**src/rtl/tower_placement_ctrl.sv**
```systemverilog
// rtl/tower_placement_ctrl.sv - initiator of the per-stage tower draw handshake with debounced key pulses
//
// Purpose: sequences one tower draw per start request (stage 1, 2, 3 in order),
// holds exactly one stage draw enable until its matching done returns, reports
// round completion, and turns raw active-low keys into one-cycle command pulses
// that are only accepted while a draw is in progress.
//
// Ports:
//   clk_i                   system clock, rising edge
//   resetn_i                asynchronous active-low reset
//   key_down_n_i            raw active-low button (unsynchronised)
//   key_right_n_i           raw active-low button (unsynchronised)
//   key_draw_n_i            raw active-low button (unsynchronised)
//   start_i                 one-cycle request to place the next tower
//   stage_k_tower_done_i    completion from the tower drawing block (k = 1..3)
//   go_down_o/go_right_o/go_draw_o  one-cycle user command pulses
//   stage_k_draw_tower_o    registered draw enables, at most one high (k = 1..3)
//   round_done_o            one-cycle pulse when a tower finishes
//   towers_placed_o         completed tower count, saturates at 3
//   busy_o                  high while a draw enable is asserted
module tower_placement_ctrl #(
    parameter int unsigned LOCKOUT = 500000
) (
    input  logic       clk_i,
    input  logic       resetn_i,
    input  logic       key_down_n_i,
    input  logic       key_right_n_i,
    input  logic       key_draw_n_i,
    input  logic       start_i,
    input  logic       stage_1_tower_done_i,
    input  logic       stage_2_tower_done_i,
    input  logic       stage_3_tower_done_i,
    output logic       go_down_o,
    output logic       go_right_o,
    output logic       go_draw_o,
    output logic       stage_1_draw_tower_o,
    output logic       stage_2_draw_tower_o,
    output logic       stage_3_draw_tower_o,
    output logic       round_done_o,
    output logic [1:0] towers_placed_o,
    output logic       busy_o
);

    localparam logic [19:0] LOCKOUT_C = 20'(LOCKOUT);

    typedef enum logic [1:0] {
        IDLE   = 2'd0,
        DRAW   = 2'd1,
        FINISH = 2'd2,
        FULL   = 2'd3
    } state_t;

    state_t     state_q;
    logic [2:0] en_q;       // one-hot stage enable, bit 0 = stage 1
    logic [1:0] placed_q;
    logic       round_done_q;
    logic       busy_q;

    logic [2:0] done;
    assign done = {stage_3_tower_done_i, stage_2_tower_done_i, stage_1_tower_done_i};

    // Handshake FSM. Masking done with the one-hot enable means only the
    // active stage's completion can end the draw.
    always_ff @(posedge clk_i or negedge resetn_i) begin
        if (!resetn_i) begin
            state_q      <= IDLE;
            en_q         <= 3'b000;
            placed_q     <= 2'd0;
            round_done_q <= 1'b0;
            busy_q       <= 1'b0;
        end else begin
            case (state_q)
                IDLE: begin
                    if (start_i && placed_q != 2'd3) begin
                        state_q <= DRAW;
                        en_q    <= 3'b001 << placed_q;
                        busy_q  <= 1'b1;
                    end
                end
                DRAW: begin
                    if (|(en_q & done)) begin
                        state_q      <= FINISH;
                        en_q         <= 3'b000;
                        busy_q       <= 1'b0;
                        round_done_q <= 1'b1;
                        placed_q     <= (placed_q == 2'd3) ? 2'd3 : placed_q + 2'd1;
                    end
                end
                FINISH: begin
                    round_done_q <= 1'b0;
                    state_q      <= (placed_q == 2'd3) ? FULL : IDLE;
                end
                FULL: begin
                    state_q <= FULL;
                end
                default: begin
                    state_q <= IDLE;
                end
            endcase
        end
    end

    // Key path, bit order {draw, right, down}.
    logic [2:0]       key_n;
    logic [2:0]       sync1_q;
    logic [2:0]       sync2_q;   // synchronised "pressed"
    logic [2:0]       prev_q;    // pressed delayed one cycle for edge detect
    logic [2:0]       go_q;
    logic [2:0]       go_d;
    logic [2:0][19:0] cnt_q;
    logic [2:0][19:0] cnt_d;

    assign key_n = {key_draw_n_i, key_right_n_i, key_down_n_i};

    // A rising edge is accepted only in DRAW with the lockout expired; rejected
    // edges are dropped and leave the running counter untouched.
    always_comb begin
        go_d  = 3'b000;
        cnt_d = cnt_q;
        for (int i = 0; i < 3; i++) begin
            go_d[i] = sync2_q[i] && !prev_q[i] && (state_q == DRAW) && (cnt_q[i] == 20'd0);
            if (go_d[i]) begin
                cnt_d[i] = LOCKOUT_C;
            end else if (cnt_q[i] != 20'd0) begin
                cnt_d[i] = cnt_q[i] - 20'd1;
            end
        end
    end

    always_ff @(posedge clk_i or negedge resetn_i) begin
        if (!resetn_i) begin
            sync1_q <= 3'b000;
            sync2_q <= 3'b000;
            prev_q  <= 3'b000;
            go_q    <= 3'b000;
            cnt_q   <= '0;
        end else begin
            sync1_q <= ~key_n;
            sync2_q <= sync1_q;
            prev_q  <= sync2_q;
            go_q    <= go_d;
            cnt_q   <= cnt_d;
        end
    end

    assign go_down_o            = go_q[0];
    assign go_right_o           = go_q[1];
    assign go_draw_o            = go_q[2];
    assign stage_1_draw_tower_o = en_q[0];
    assign stage_2_draw_tower_o = en_q[1];
    assign stage_3_draw_tower_o = en_q[2];
    assign round_done_o         = round_done_q;
    assign towers_placed_o      = placed_q;
    assign busy_o               = busy_q;

endmodule

```
**config.mk**
```make
export PLATFORM = sky130hd
export DESIGN_NAME = tower_placement_ctrl
export DESIGN_NICKNAME = d
export VERILOG_FILES = /design/src/rtl/tower_placement_ctrl.sv
export SDC_FILE = /design/constraint.sdc
export NUM_CORES = 1
export LEC_CHECK = 0
export ABC_CLOCK_PERIOD_IN_PS = 3280
export CORE_MARGIN = 3
export CORE_UTILIZATION = 45
export DETAILED_ROUTE_END_ITERATION = 10
export GPL_TIMING_DRIVEN = 1
export SYNTH_ARGS = -nofsm -noshare
export SYNTH_HDL_FRONTEND = slang
export SYNTH_SLANG_ARGS = --single-unit
```
**constraint.sdc**
```tcl
create_clock -name clk_i -period 3.28 [get_ports clk_i]
set_clock_uncertainty 0.2 [all_clocks]
set_input_delay 0.328 -clock clk_i [delete_from_list [all_inputs] [get_ports clk_i]]
set_output_delay 0.328 -clock clk_i [all_outputs]
set_load 0.01 [all_outputs]
```
==> results by group <==
Timing
  • Final Max Tran Viols: 0
  • Worst Tran Pin Value: 1.01 ns
  • Setup Total Neg Slack: 0 ns
  • Period utilization: 80.6%
  • Final setup viols: 0
  • Rel. slew slack: 32.8%
  • Hold_ws: 0.152 ns
  • Crit path time final: 2.64 ns
  • Final Hold Viols: 0
  • F_max: 378 MHz
  • RSZ-0062 raised after global routing: no

Critical path
  • Crit start category: flop
  • Launch point of the worst reg-to-reg path: cnt_q[20]
  • Worst R2R Setup Slack: 0.64 ns
  • CP max stage delay: 0.61 ns
  • WS Path Type: flop to flop
  • Worst reg2reg path endpoint: cnt_q[36]
  • Crit-path slowest cell: or4b_1
  • Crit-path cells: inv_1 -> ha_1 -> or4b_1 -> or3_4 -> nor4_1 -> mux2_2
  • Worst R2R Path Depth: 6
  • Crit Path Max Fanout: 10
  • Critical Path AT: 2.69 ns
  • CP required: 3.33 ns
  • CP endpoint kind: flop

Clock network
  • H-tree Lvls: 3
  • CTS sink cnt: 81
  • Num CTS Buffers: 9
  • Clock Pin Slew Worst Setup and Hold Paths: 0.09 ns
  • CTS tree: built
  • Setup Buffers After CTS: 0
  • # hold bufs at CTS: 1
  • Clock Tree Root: clkbuf_8
  • CTS resizes: 0
  • CTS max path bufs: 2
  • Clk_lat worst skew: 0.36 ns

Route
  • Drt drc: 0
  • Initial DRC count: 79
  • Total Wirelength: 7.93 mm
  • Antenna Violating Nets Remaining: 0
  • Vias: 2968
  • DRT Pass-1 Iters: 4
  • Number of vias per cell: 5.87
  • WL/cell: 15.7 um

Floorplan
  • Total I/O pin count: 19
  • Area of the core region: 0.00834 mm2
  • Initial Utilization: 47.0%
  • Die Area: 0.00987 mm2
  • FP Rows: 33
  • Die Ht: 99.4 um
  • Chip width: 99.4 um

Placed design
  • Placer congestion estimate: 0.848
  • Port Buffer Count: 18
  • Placed cell count: 489
  • Dpl hpwl: 5.19 mm

Logic synthesis
  • Async SR Flop Fraction: 100%
  • Post-Syn Nets: 386
  • Syn. warnings: 0
  • Cell variety after synth: 53
  • Seq cells post-synth: 81
  • Mean Syn Cell Area: 10.5 um2
  • Post-synthesis sequential area ratio: 51.7%
  • Post-synth top area share: 51.7%
  • Synth area leader: dfrtp_1
  • Post-synth top flop: dfrtp_1
  • Number of synthesized flops with an enable pin: 0
  • Cell Area, Synth: 0.00392 mm2
  • Top cells by area, synth: dfrtp_1, xor2_1, nor2_1
  • Mapped Cells: 374

Pwr
  • Power per Cell Area: 390 mW/mm2
  • Total Power: 1.71 mW
  • Leak Pwr: 2.16 nW
  • Maximum vdd drop: 0.000183 V

Layout
  • Area growth syn-to-layout: 12.1%
  • Layout cells sized above 1: 10.5%
  • Fin nets: 408
  • Final Non-Filler Cells: 506
  • Fin util: 52.7%
  • # fillers: 742
  • N_diodes: 0

Flow run
  • Max-Cap Viols: 0

Global route
  • GR Util All Layers: 17.4%
  • Grt total ovfl: 0
  • Number of global-route vias before repair: 2948
  • Largest net degree at the start of global routing: 82
  • First-pass GRT wire length: 14.1 mm
  • Initial antenna violation count: 0

Min path
  • Worst Hold Depth: 0
  • HP Start: sync1_q[2]
  • WHS Endpoint: sync2_q[2]
  • Hold Path Class: flop to flop

Run status
  • Outcome: finished, final reports clean
## worst max path at each step
| stage | from | end | slack (ns) |
|---|---|---|---|
| after floorplan | cnt_q[20] | cnt_q[36] | 0.82 |
| after detailed placement | cnt_q[20] | cnt_q[36] | 0.64 |
| after global placement | cnt_q[20] | cnt_q[36] | 0.72 |
| final | cnt_q[20] | cnt_q[36] | 0.64 |
| after CTS | cnt_q[20] | cnt_q[36] | 0.65 |
| after global routing | cnt_q[20] | cnt_q[23] | 0.50 |
## final cells by class
cell class	instances	area [um2]	share of cell area, %
clock buffers	9	124	2.82
clock inverters	7	53.8	1.22
inverters	18	67.6	1.54
multi-input cells	263	1770	40.4
flip-flops and latches	81	2030	46.1
well taps	105	131	2.99
repair buffers	23	218	4.95
## per-layer routing
layer	GRT usage, %	share of wire (%)	up-vias
met5	0	0	-
met4	7.04	1.6	0
met3	2.81	2.9	10
met2	26.1	45	48
met1	25.1	50	1466
li1	-	-	1444
## cell families (layout without fill, tap and decap cells)
group / count (synthesis) / in the layout / synth area share [%]
compound gates: 86 / 86 / 15.1
xor+xnor: 26 / 26 / 5.81
fa+ha+maj: 3 / 3 / 0.957
buf+inv: 30 / 57 / 3.06
flops: 81 / 81 / 51.7
mux: 11 / 11 / 2.97
simple gates: 137 / 137 / 20.4
## state kept, by name, summed over array words and instances (netlist names)
| name | flops |
|---|---|
| busy_o | 1 |
| towers_placed_o | 2 |
| sync2_q | 3 |
| round_done_o | 1 |
| sync1_q | 3 |
| state_q | 2 |
| go_q | 3 |
| cnt_q | 60 |
| prev_q | 3 |
| en_q | 3 |
## layout by cell type, fill, tap and decap left out, types with 3 or more instances in the layout
cell	synthesis	final
nand3_1	5	5
o211ai_1	3	3
nand2_1	22	22
a221oi_1	4	4
clkinvlp_4	0	3
inv_6	0	3
mux2_2	5	5
o31ai_1	6	6
nor3_1	14	14
clkdlybuf4s50_1	0	17
xor2_1	17	17
nand4bb_1	3	3
o21ai_0	18	18
nor4_1	10	10
clkbuf_8	0	9
ha_1	3	3
o2111ai_1	4	4
dfrtp_1	81	81
nor3b_1	4	4
a2111oi_0	8	8
xnor2_1	9	9
a31oi_1	4	4
nand4_1	9	9
inv_1	18	18
or3_1	8	8
or2_2	4	4
a21oi_1	16	16
nor2_1	28	28
and3_1	4	4
buf_4	0	5
a21boi_0	3	3
or4_1	5	5
mux2i_1	6	6
and2_1	3	3
a31o_2	3	3
a311oi_1	3	3
a211oi_1	5	5
and4_1	4	4
## through the flow
stage	cell area, um2	setup WS (ns)
final	4400	0.637
after global routing	4400	0.502
after CTS	4400	0.648
after detailed placement	4210	0.642
after global placement	4210	0.717
after floorplan	3920	0.824
## critical path, delay by kind of cell, from the launching register on
| kind | cells | cell delay, ns |
|---|---|---|
| fa+ha+maj | 1 | 0.19 |
| simple gates | 3 | 1.29 |
| mux | 1 | 0.36 |
| flops | 1 | 0.41 |
| buf+inv | 1 | 0.10 |
## synthesized netlist by cell type, types with 5 or more instances
master	n
nand2_1	22
or4_1	5
nand3_1	5
xor2_1	17
nand4_1	9
clkbuf_1	6
nor3_1	14
o31ai_1	6
or3_1	8
o21ai_0	18
mux2_2	5
dfrtp_1	81
inv_1	18
xnor2_1	9
buf_2	6
mux2i_1	6
a211oi_1	5
a21oi_1	16
nor2_1	28
a2111oi_0	8
nor4_1	10
## where the power goes
part           switching [mW]  internal [mW]
Clock                   0.398          0.281
Sequential            0.00225           1.00
Combinational          0.0201        0.00970
Total                   0.420           1.29
Note: power is estimated with default switching activity, not from simulation.
